===== config.mk =====
export PLATFORM = sky130hd
export DESIGN_NAME = sim_controller
export DESIGN_NICKNAME = d
export VERILOG_FILES = /design/src/rtl/sim_controller.sv
export SDC_FILE = /design/constraint.sdc
export NUM_CORES = 1
export LEC_CHECK = 0
export CAP_MARGIN = 20
export CORE_ASPECT_RATIO = 0.9
export CORE_MARGIN = 2
export CORE_UTILIZATION = 35
export CTS_BUF_LIST = sky130_fd_sc_hd__clkbuf_4 sky130_fd_sc_hd__clkbuf_8
export DETAILED_ROUTE_END_ITERATION = 8
export PLACE_DENSITY = 0.7
export SLEW_MARGIN = 10
export SYNTH_ARGS = -nofsm -noshare
export SYNTH_HDL_FRONTEND = slang
export SYNTH_SLANG_ARGS = --single-unit
export TNS_END_PERCENT = 5

===== constraint.sdc =====
create_clock -name clk_in -period 2.1 [get_ports clk_in]
set_clock_uncertainty 0.15 [all_clocks]
set_input_delay 0.42 -clock clk_in [delete_from_list [all_inputs] [get_ports clk_in]]
set_output_delay 0.42 -clock clk_in [all_outputs]
set_load 0.01 [all_outputs]

===== src/rtl/sim_controller.sv =====
// Simulation controller: serialises cursor-click cell toggles (read-modify-write) and paced
// generation-step requests to the life engine. Optional single-step button: define SINGLE_STEP_EN.
module sim_controller #(
    parameter int LOG_BASE_PERIOD = 22,
    parameter int LOG_BOARD_SIZE  = 6,
    parameter int LOG_MAX_SPEED   = 4
) (
    input  logic                      clk_in,
    input  logic                      rst_in,
    input  logic                      click_in,
    input  logic [LOG_MAX_SPEED-1:0]  speed_in,
    input  logic [LOG_BOARD_SIZE-1:0] cursor_x_in,
    input  logic [LOG_BOARD_SIZE-1:0] cursor_y_in,
    output logic [LOG_BOARD_SIZE-1:0] rd_x_out,
    output logic [LOG_BOARD_SIZE-1:0] rd_y_out,
    input  logic                      rd_data_in,
    output logic                      wr_en_out,
    output logic [LOG_BOARD_SIZE-1:0] wr_x_out,
    output logic [LOG_BOARD_SIZE-1:0] wr_y_out,
    output logic                      wr_data_out,
    output logic                      step_req_out,
    input  logic                      step_ack_in,
    input  logic                      engine_busy_in,
`ifdef SINGLE_STEP_EN
    input  logic                      step_btn_in,
`endif
    output logic                      paused_out
);

    typedef enum logic [2:0] {
        IDLE,
        EDIT_RD,
        EDIT_WR,
        STEP_REQ,
        STEP_WAIT
    } state_t;

    state_t                      state_q, state_d;
    logic [LOG_BASE_PERIOD-1:0]  presc_q, presc_d;
    logic [LOG_MAX_SPEED-1:0]    acc_q, acc_d;
    logic                        step_pend_q, step_pend_d;
    logic                        edit_pend_q, edit_pend_d;
    logic [LOG_BOARD_SIZE-1:0]   edit_x_q, edit_x_d;
    logic [LOG_BOARD_SIZE-1:0]   edit_y_q, edit_y_d;
    logic                        click_prev_q, click_prev_d;
`ifdef SINGLE_STEP_EN
    logic                        btn_prev_q, btn_prev_d;
`endif

    logic paused;
    logic carry;
    logic click_rise;

    assign paused     = (speed_in == '0);
    assign paused_out = paused;

    // NOTE: every signal written here gets a default first, so no path can leave it
    // unassigned and infer a latch.
    always_comb begin
        state_d      = state_q;
        presc_d      = presc_q;
        acc_d        = acc_q;
        step_pend_d  = step_pend_q;
        edit_pend_d  = edit_pend_q;
        edit_x_d     = edit_x_q;
        edit_y_d     = edit_y_q;
        click_prev_d = click_in;
        carry        = 1'b0;
        rd_x_out     = '0;
        rd_y_out     = '0;
        wr_en_out    = 1'b0;
        wr_x_out     = '0;
        wr_y_out     = '0;
        wr_data_out  = 1'b0;
        step_req_out = 1'b0;

        // Paused holds the pacing chain at zero so a resumed speed starts a fresh period.
        if (paused) begin
            presc_d = '0;
            acc_d   = '0;
        end else begin
            presc_d = presc_q + 1'b1;
            if (&presc_q) begin
                {carry, acc_d} = {1'b0, acc_q} + {1'b0, speed_in};
            end
        end

        click_rise = click_in & ~click_prev_q;
        if (click_rise && !edit_pend_q) begin
            edit_pend_d = 1'b1;
            edit_x_d    = cursor_x_in;
            edit_y_d    = cursor_y_in;
        end

        case (state_q)
            IDLE: begin
                if (edit_pend_q) begin
                    state_d = EDIT_RD;
                end else if (step_pend_q) begin
                    state_d = STEP_REQ;
                end
            end
            EDIT_RD: begin
                rd_x_out = edit_x_q;
                rd_y_out = edit_y_q;
                state_d  = EDIT_WR;
            end
            EDIT_WR: begin
                rd_x_out    = edit_x_q;
                rd_y_out    = edit_y_q;
                wr_en_out   = 1'b1;
                wr_x_out    = edit_x_q;
                wr_y_out    = edit_y_q;
                wr_data_out = ~rd_data_in;
                edit_pend_d = 1'b0;
                state_d     = IDLE;
            end
            STEP_REQ: begin
                step_req_out = 1'b1;
                if (step_ack_in) begin
                    step_pend_d = 1'b0;
                    state_d     = STEP_WAIT;
                end
            end
            STEP_WAIT: begin
                if (!engine_busy_in) begin
                    state_d = IDLE;
                end
            end
            default: state_d = IDLE;
        endcase

        // A carry landing on an already pending step merges into it; one landing on
        // the accept cycle is a new step and survives the clear above.
        if (carry) begin
            step_pend_d = 1'b1;
        end

`ifdef SINGLE_STEP_EN
        btn_prev_d = step_btn_in;
        if (step_btn_in && !btn_prev_q && paused) begin
            step_pend_d = 1'b1;
        end
`endif
    end

    // NOTE: state registers use non-blocking assignments so every flop samples the
    // pre-edge values regardless of process ordering.
    always_ff @(posedge clk_in or negedge rst_in) begin
        if (!rst_in) begin
            state_q      <= IDLE;
            presc_q      <= '0;
            acc_q        <= '0;
            step_pend_q  <= 1'b0;
            edit_pend_q  <= 1'b0;
            edit_x_q     <= '0;
            edit_y_q     <= '0;
            click_prev_q <= 1'b0;
`ifdef SINGLE_STEP_EN
            btn_prev_q   <= 1'b0;
`endif
        end else begin
            state_q      <= state_d;
            presc_q      <= presc_d;
            acc_q        <= acc_d;
            step_pend_q  <= step_pend_d;
            edit_pend_q  <= edit_pend_d;
            edit_x_q     <= edit_x_d;
            edit_y_q     <= edit_y_d;
            click_prev_q <= click_prev_d;
`ifdef SINGLE_STEP_EN
            btn_prev_q   <= btn_prev_d;
`endif
        end
    end

endmodule


After elaboration in Yosys (flattened, before gate mapping)

Index checks and enable logic that the tools add are counted.

Add/subtract/negate cells: 2
Equal/unequal tests: 7
Muxes and demuxes: 22
Bitwise operators: 3
Reduce and logical (&&, ||, !) cells: 12

Operator list:

| cell                  | count |
|---|---|
| $mux 6                | 4 |
| $add 22x1->22 const B | 1 |
| $mux 22               | 1 |
| $reduce_and 22->1     | 1 |
| $mux 3                | 4 |
| $pmux 3 s4            | 1 |
| $mux 1                | 10 |
| $mux 4                | 2 |
| $reduce_bool 2->1     | 4 |
| $eq 3x2->1 const B    | 2 |
| $add 4x4->5           | 1 |
| $logic_not 4->1       | 1 |
| $ne 2x2->1 const B    | 2 |
| $eq 3x1->1 const B    | 1 |
| $eq 3x3->1 const B    | 1 |
| $logic_not 3->1       | 1 |
| $ne 3x3->1 const B    | 1 |
| $reduce_and 3->1      | 1 |
| $not 1->1             | 2 |
| $reduce_and 2->1      | 1 |
| $reduce_or 2->1       | 1 |
| $and 1x1->1           | 1 |
| $logic_and 1x1->1     | 1 |
| $logic_not 1->1       | 1 |

Flip-flop bits (word level): 44
Word-level logic and storage cells: 54

Logic depth before layout (Yosys ltp)

Gate-level depths: netlist of the first run.

Word-level depth: 5
Depth in mapped cells: 7
Mapped depth without buffers: 7

Worst setup path before layout of the first run

Ideal clock, no wire load.

Path type: input to output
From: input speed_in[1]
To: output paused_out
Arrival: 1.483 ns
Data required time: 1.530 ns
Slack: 0.047 ns
Stages: 3
Buffers on the path: 1
Path through: or4_1 inv_2 clkbuf_1

Cells in the longest elaborated chain, start to end: 1

RTL lines:

| element         | line | text |
|---|---|---|
| from (decl)     | 11   | `input logic [LOG_MAX_SPEED-1:0] speed_in,` |
| $logic_not 4->1 | 54   | `assign paused = (speed_in == '0);` |
| to (decl)       | 27   | `output logic paused_out` |

Every way passes these cells.

Final worst setup path of the first run

From: register state_q[2]
To: output wr_y_out[2]

Cells in the longest elaborated chain, start to end: 2

RTL lines:

| element                | line | text |
|---|---|---|
| from (decl)            | 38   | `state_t state_q, state_d;` |
| from (signal assigned) | 163  | `state_q <= state_d;` |
| $eq 3x2->1             | 95   | `case (state_q)` |
| $mux 6                 | 95   |  |
| to (decl)              | 19   | `output logic [LOG_BOARD_SIZE-1:0] wr_y_out,` |

Every way passes these cells.

==> results.md, run 1 <==
- Sequential share of power: 0.370
- Post-Syn Nets: 261
- Hold Vio Cnt, Final: 0
- Slew margin rel.: 0.7687
- Crit Path Category: reg2out
- Min Tclk post-route: approximately 2.1 ns
- Number of flops mapped to enable cells by yosys: 0
- Site Rows: 28
- Sinks on Clock Net: between 40 and 50
- Total gr overflow: 0
- Chip Height: between 80 and 90 um
- CP max-delay cell: dfrtp_1
- Pwr dens: 1063 mW/mm2
- CP Launch Type: register
- Combinational power share: 0.481
- CP Cell Sequence: nor3b_2, buf_4, buf_6, buf_6, and2_4, buf_6
- Critical Path RT: between 1.5 and 2 ns
- TritonCTS clock tree: done
- Routed WL: 5.394 mm
- Switching pwr: around 1100 uW
- Clock power frac: 0.150
- Max-cap viol count: 0
- Mapped Cells: ~230
- Largest net degree at the start of global routing: 25
- P_int: 2228 uW
- Ys flop type: dfrtp_1
- DRT iter0 DRCs: a little under 70
- Final Max Tran Viols: 0
- Buf+Inv Stages, Crit Path: 4
- I/O Pins: 50
- Most frequent cells in the layout: dfrtp_1, buf_4, nor2_1, and2_1, buf_2
- P&R area growth vs syn: 38.27%
- Die X-Extent: 89.42 um
- DR WL/cell: 13.25 um
- Commonest non-fill, non-tap cell in the layout: dfrtp_1
- Number of global-route vias before repair: 1947
- Kind of cell adding the most delay to the critical path: buffers and inverters
- Number of port buffers: just under 50
- Antenna-violating nets left: 0
- YS warnings: 0
- Inserted Clock Buffers: 5
- Ys async rst share: 1.000
- Synth top area share: 0.4790
- First-pass GRT wire length: around 8.6 mm
- Clock Tree Buf Depth: 2
- Setup crit end kind: output pin
- Clock transition at path regs: 0.08 ns
- GRT Total Usage: 0.1514
- Sw Ratio: 0.3402
- Leading area contributor after synthesis: dfrtp_1
- Achievable frequency: 466.8 MHz
- Layout cells sized above 1: 0.3091
- # setup viols final: 7
- Root Buffer: clkbuf_8
- #FFs+latches synth: between 40 and 50
- Worst Max-Slew Pin Slew: 0.3437 ns
- Area of the die: 0.007232 mm2
- Hold/Removal Path Class: reg2reg
- 1st-pass router iterations: 4
- Critical Path Max Stage Delay: 0.41 ns
- Failing checks: setup timing
- GPL Wtd Cong: 0.7535
- CORE AREA: 0.006481 mm2
- Post-route DRC: 0
- Register area share after synthesis: 0.4790
- Finished Cell Area: 0.003178 mm2
- Routed vias/inst: 4.823
- Pleak: 0.001492 uW
- Diodes inserted: 0
- Final worst slack: -0.04206 ns
- CTS H-tree depth: 2
- Crit path top cell by count: buf_6
- Outcome: complete, but fails checks
- R2r setup slk: 0.08 ns
- Arrival time worst endpoint: roughly 1.6 ns
- Synth unique cells: 37
- Worst VDD drop: 275.9 uV
- Synth Cell Area: 0.002298 mm2
- Ranking of synthesized cells by area: dfrtp_1, and2_1, mux2_2
- RSZ-0062 raised after global routing: true
- Post-Place Cell Area: around 0.003 mm2
- Worst-Skew Late Latency: between 0.2 and 0.3 ns
- Initial Utilization: 0.3546
- CP max FO: 5
- Post-Syn Area per Cell: ~10 um2
- DP Wirelength: ~3.7 mm
- Final cell count without fillers: 407
- Placed insts: 388
- Vias: 1963
- Layout Nets: 345
- Final worst-path cycle share: 1.020
- Initial antenna violation count: 0
-- timing repair --
item | CTS | global route
gates resized for setup | 112 | 21
gates cloned | 2 | 0
pin swaps | 7 | 4
setup buffers | 9 | 0
hold endpoints to repair | 6 | 0
hold buffers | 1 | 0
endpoints found under the setup margin | 31 | 30
-- cells in the mapped netlist (all sizes together), types with 2 or more instances --
cell and number:
clkbuf 6, buf 4, ha 5, o31ai 6, mux2 12, and2 26
o211ai 2, nor2 22, nand3 7, nand2 13, dfrtp 44, nor3 4
or4 6, a21oi 14, nor4 3, xor2 4, xnor2 10, inv 13
o21ai 7, nand4 5, or3 8, nor3b 2
-- through the flow --
step / hold WS (ns) / utilization / setup WS [ns] / setup TNS, ns / total power (uW)
finish: 0.3289 / 0.4903 / -0.04206 / -0.1585 / 3377
global route: 0.3642 / 0.4903 / -0.09534 / -0.8705 / 3600
floorplan: -0.02559 / - / 0.04728 / 0 / 1961
global placement: 0.1181 / 0.4695 / -0.5744 / -3.821 / 2707
detailed placement: 0.1201 / 0.4695 / -0.5787 / -4.342 / 2761
CTS: 0.3345 / 0.4840 / -0.1062 / -0.4630 / 3326
-- worst reg2reg max path, stage by stage (launching register included) --
cell and delay, ns:
dfrtp_1 0.40, nand4_1 0.22, or3_4 0.52, or4_1 0.49
a21oi_1 0.16
-- power groups by stage --
stage	Clock, uW	Sequential (uW)	Combinational [uW]
4_1_cts	529	1240	1560
3_5_place_dp	0	1260	1500
6_report	506	1250	1620
2_1_floorplan	0	1220	737
3_3_place_gp	0	1240	1470
5_1_grt	554	1290	1760
-- state kept, by name (all words and copies together), names as in the netlist --
name / cells
edit_x_q: 6
presc_q: 22
edit_pend_q: 1
edit_y_q: 6
click_prev_q: 1
state_q: 3
step_pend_q: 1
acc_q: 4
-- area by class of cell --
class	count	area, um2
clock buffers	6	76.32
clock inverters	1	5.005
fillers	610	3303
inverters	13	51.30
multi-input cells	166	1131
flip-flops and latches	44	1101
well taps	90	112.6
repair buffers	87	700.7
-- kinds of logic (layout without fill, tap and decap cells) --
| kind of cell | Yosys count | count (layout) | synth area share |
|---|---|---|---|
| buffers and inverters | 23 | 107 | 0.04245 |
| adders and majority gates | 6 | 6 | 0.03593 |
| muxes | 12 | 12 | 0.05879 |
| AOI/OAI and AO/OA | 33 | 33 | 0.08547 |
| and+or+nand+nor | 101 | 101 | 0.2450 |
| DFF | 44 | 44 | 0.4790 |
| xor gates and xnor gates | 14 | 14 | 0.05334 |
-- final timing paths --
| check | start | to | cells after the start |
|---|---|---|---|
| hold reg to reg | presc_q[0] | presc_q[0] | 1 |
| max in group asynchronous | rst_in | edit_x_q[1] | 3 |
| min in group asynchronous | rst_in | state_q[1] | 2 |
| setup reg to reg | presc_q[3] | presc_q[18] | 4 |
| hold / removal | presc_q[0] | presc_q[0] | 1 |
| setup / recovery | state_q[2] | wr_y_out[2] | 6 |
-- metal layers --
metal  track usage  share of wire  vias to the layer above
li1              -              -                      968
met1        0.1757           0.43                      924
met2        0.2711           0.49                       66
met3       0.03557          0.073                        5
met4       0.05373         0.0078                        0
met5             0              0                        -
No activity file was read; power rests on OpenSTA's default activity.
==> run 2, diff against run 1 <==
Settings changed: PLACE_DENSITY 0.7 to default.
==> run 2 against run 1 <==
Net effect: the run now ends clean; maximum frequency grew 3.0%; combinational power shrank 4%; die area is the same; largest cell class unchanged; sequential share of layout area is essentially flat; sequential power is essentially flat; register-to-register slack is essentially flat; via count shrank 1.2%; hold slack gained 0.017 ns.
==> results.md, run 2 (synthesis results as in run 1) <==
- Max-cap viol count: 0
- Crit path top cell by count: buf_4
- CP Launch Type: register
- Min Tclk post-route: 2.079 ns
- Sw Ratio: 0.3410
- First-pass GRT wire length: roughly 8.3 mm
- GPL Wtd Cong: 0.7808
- R2R depth: 5
- Pwr dens: 1055 mW/mm2
- Total power: 3354 uW
- Crit Path Category: reg2out
- Post-Place Cell Area: 0.003033 mm2
- Placed insts: 385
- Pleak: 0.001462 uW
- DR WL/cell: roughly 13 um
- P&R area growth vs syn: 38.32%
- Sequential share of power: 0.369
- Most frequent cells in the layout: dfrtp_1, buf_4, and2_1
- DRT iter0 DRCs: 40
- Setup crit end kind: output pin
- P_int: 2210 uW
- Vias: 1939
- Total gr overflow: 0
- Biggest regs: presc_q (22), edit_x_q (6), edit_y_q (6)
- Site Rows: 28
- DP Wirelength: 3.491 mm
- Routed WL: 5.242 mm
- Outcome: completed
- Hold path depth: 1
- Area of the die: between 0.007 and 0.008 mm2
- Pre-CTS WS: -0.5920 ns
- Slew margin rel.: 0.6533
- GRT Total Usage: 0.1475
- Critical Path RT: 1.53 ns
- Reg-to-reg startpoint: presc_q[0]
- RSZ-0062 raised after global routing: true
- Worst Max-Slew Pin Slew: 0.5200 ns
- Worst VDD drop: 260.9 uV
- I/O Pins: 50
- Final Max Tran Viols: 0
- Final cell count without fillers: around 410
- Reg with most FFs: presc_q
- Sinks on Clock Net: 44
- Routed vias/inst: between 4 and 5
- Number of port buffers: 49
- Diodes inserted: 0
- Inserted Clock Buffers: 5
- Arrival time worst endpoint: 1.51 ns
- Hold/Removal Path Class: reg2reg
- Clock power frac: 0.165
- Chip Height: 80.88 um
- Post-route DRC: 0
- Finished Cell Area: about 0.0032 mm2
- CORE AREA: roughly 0.0065 mm2
- Hold Vio Cnt, Final: 0
- 1st-pass router iterations: 4
- CTS H-tree depth: 2
- # setup viols final: 0
- Initial antenna violation count: 0
- Max reg flops: 22
- CP max-delay cell: dfrtp_1
- Commonest non-fill, non-tap cell in the layout: dfrtp_1
- Final worst slack: 0.02112 ns
- Achievable frequency: 481.0 MHz
- Root Buffer: clkbuf_8
- Hold Path Origin: presc_q[0]
- Layout Nets: around 340
- Combinational power share: 0.466
- CP Cell Sequence: nor3b_2, buf_4, buf_6, buf_4, and2_1, buf_2
- Core Util, Final: 0.4905
- CP max FO: 5
- R2r setup slk: 0.08 ns
- R2r endpoint: presc_q[20]
- Switching pwr: 1144 uW
- Final worst-path cycle share: 0.9899
- Die X-Extent: 89.42 um
- TritonCTS clock tree: done
- Antenna-violating nets left: 0
- Initial Utilization: 0.3546
- Worst-Skew Late Latency: ~0.29 ns
- Number of global-route vias before repair: 1775
- Clock Tree Buf Depth: 2
- Hold EP: presc_q[0]
- Clock transition at path regs: about 0.08 ns
- Layout cells sized above 1: 0.2889
- Critical Path Max Stage Delay: 0.39 ns
- Largest net degree at the start of global routing: 25
==> run 2: worst max path at each step <==
stage	endpoint	slack, ns	cells after the start	startpoint
after global placement	paused_out	-0.59	4	speed_in[1]
after detailed placement	paused_out	-0.59	4	speed_in[1]
after global routing	wr_y_out[1]	-0.06	6	state_q[1]
final	wr_y_out[0]	0.02	6	state_q[1]
after CTS	wr_x_out[2]	-0.10	6	state_q[0]
after floorplan	paused_out	0.05	3	speed_in[1]
==> run 2: per-layer routing <==
| metal | vias to the layer above | global-route usage | share of wire |
|---|---|---|---|
| met5 | - | 0 | 0 |
| met4 | 0 | 0.03582 | 0.0088 |
| met2 | 51 | 0.2385 | 0.45 |
| met1 | 923 | 0.1973 | 0.48 |
| met3 | 5 | 0.03963 | 0.061 |
| li1 | 960 | - | - |
==> run 2: per-stage QoR <==
stage	hold WS, ns	setup TNS (ns)
3_3_place_gp	0.2815	-4.323
5_1_grt	0.3754	-0.3664
6_report	0.3458	0
3_5_place_dp	0.2841	-4.860
2_1_floorplan	-0.02559	0
4_1_cts	0.3438	-0.6997
==> run 2: power groups by stage <==
stage	Combinational (uW)	Sequential (uW)	Clock, uW
finish	1560	1240	552
global route	1710	1270	613
CTS	1630	1240	578
detailed placement	1490	1250	0
global placement	1470	1240	0
floorplan	737	1220	0
==> run 2: timing repair <==
| item | 4_1_cts | 5_1_grt |
|---|---|---|
| gates cloned | 2 | 0 |
| gates resized for setup | 95 | 26 |
| pin swaps | 3 | 4 |
| buffers inserted | 9 | 0 |
| endpoints found under the setup margin | 29 | 34 |
| hold endpoints to repair | 20 | 0 |
| hold buffers | 1 | 0 |
==> run 2: worst max-delay path: cells and delay by family, from the launching register on <==
kind,cells,cell delay (ns)
buf+inv,4,0.51
flops,1,0.39
simple gates,2,0.30
==> run 2: layout make-up <==
type,instances,area [um2]
clock buffers,6,82.58
flip-flops and latches,44,1101
inverters,13,51.30
fillers,600,3302
well taps,90,112.6
multi-input cells,166,1151
repair buffers,84,670.6
clock inverters,2,10.01
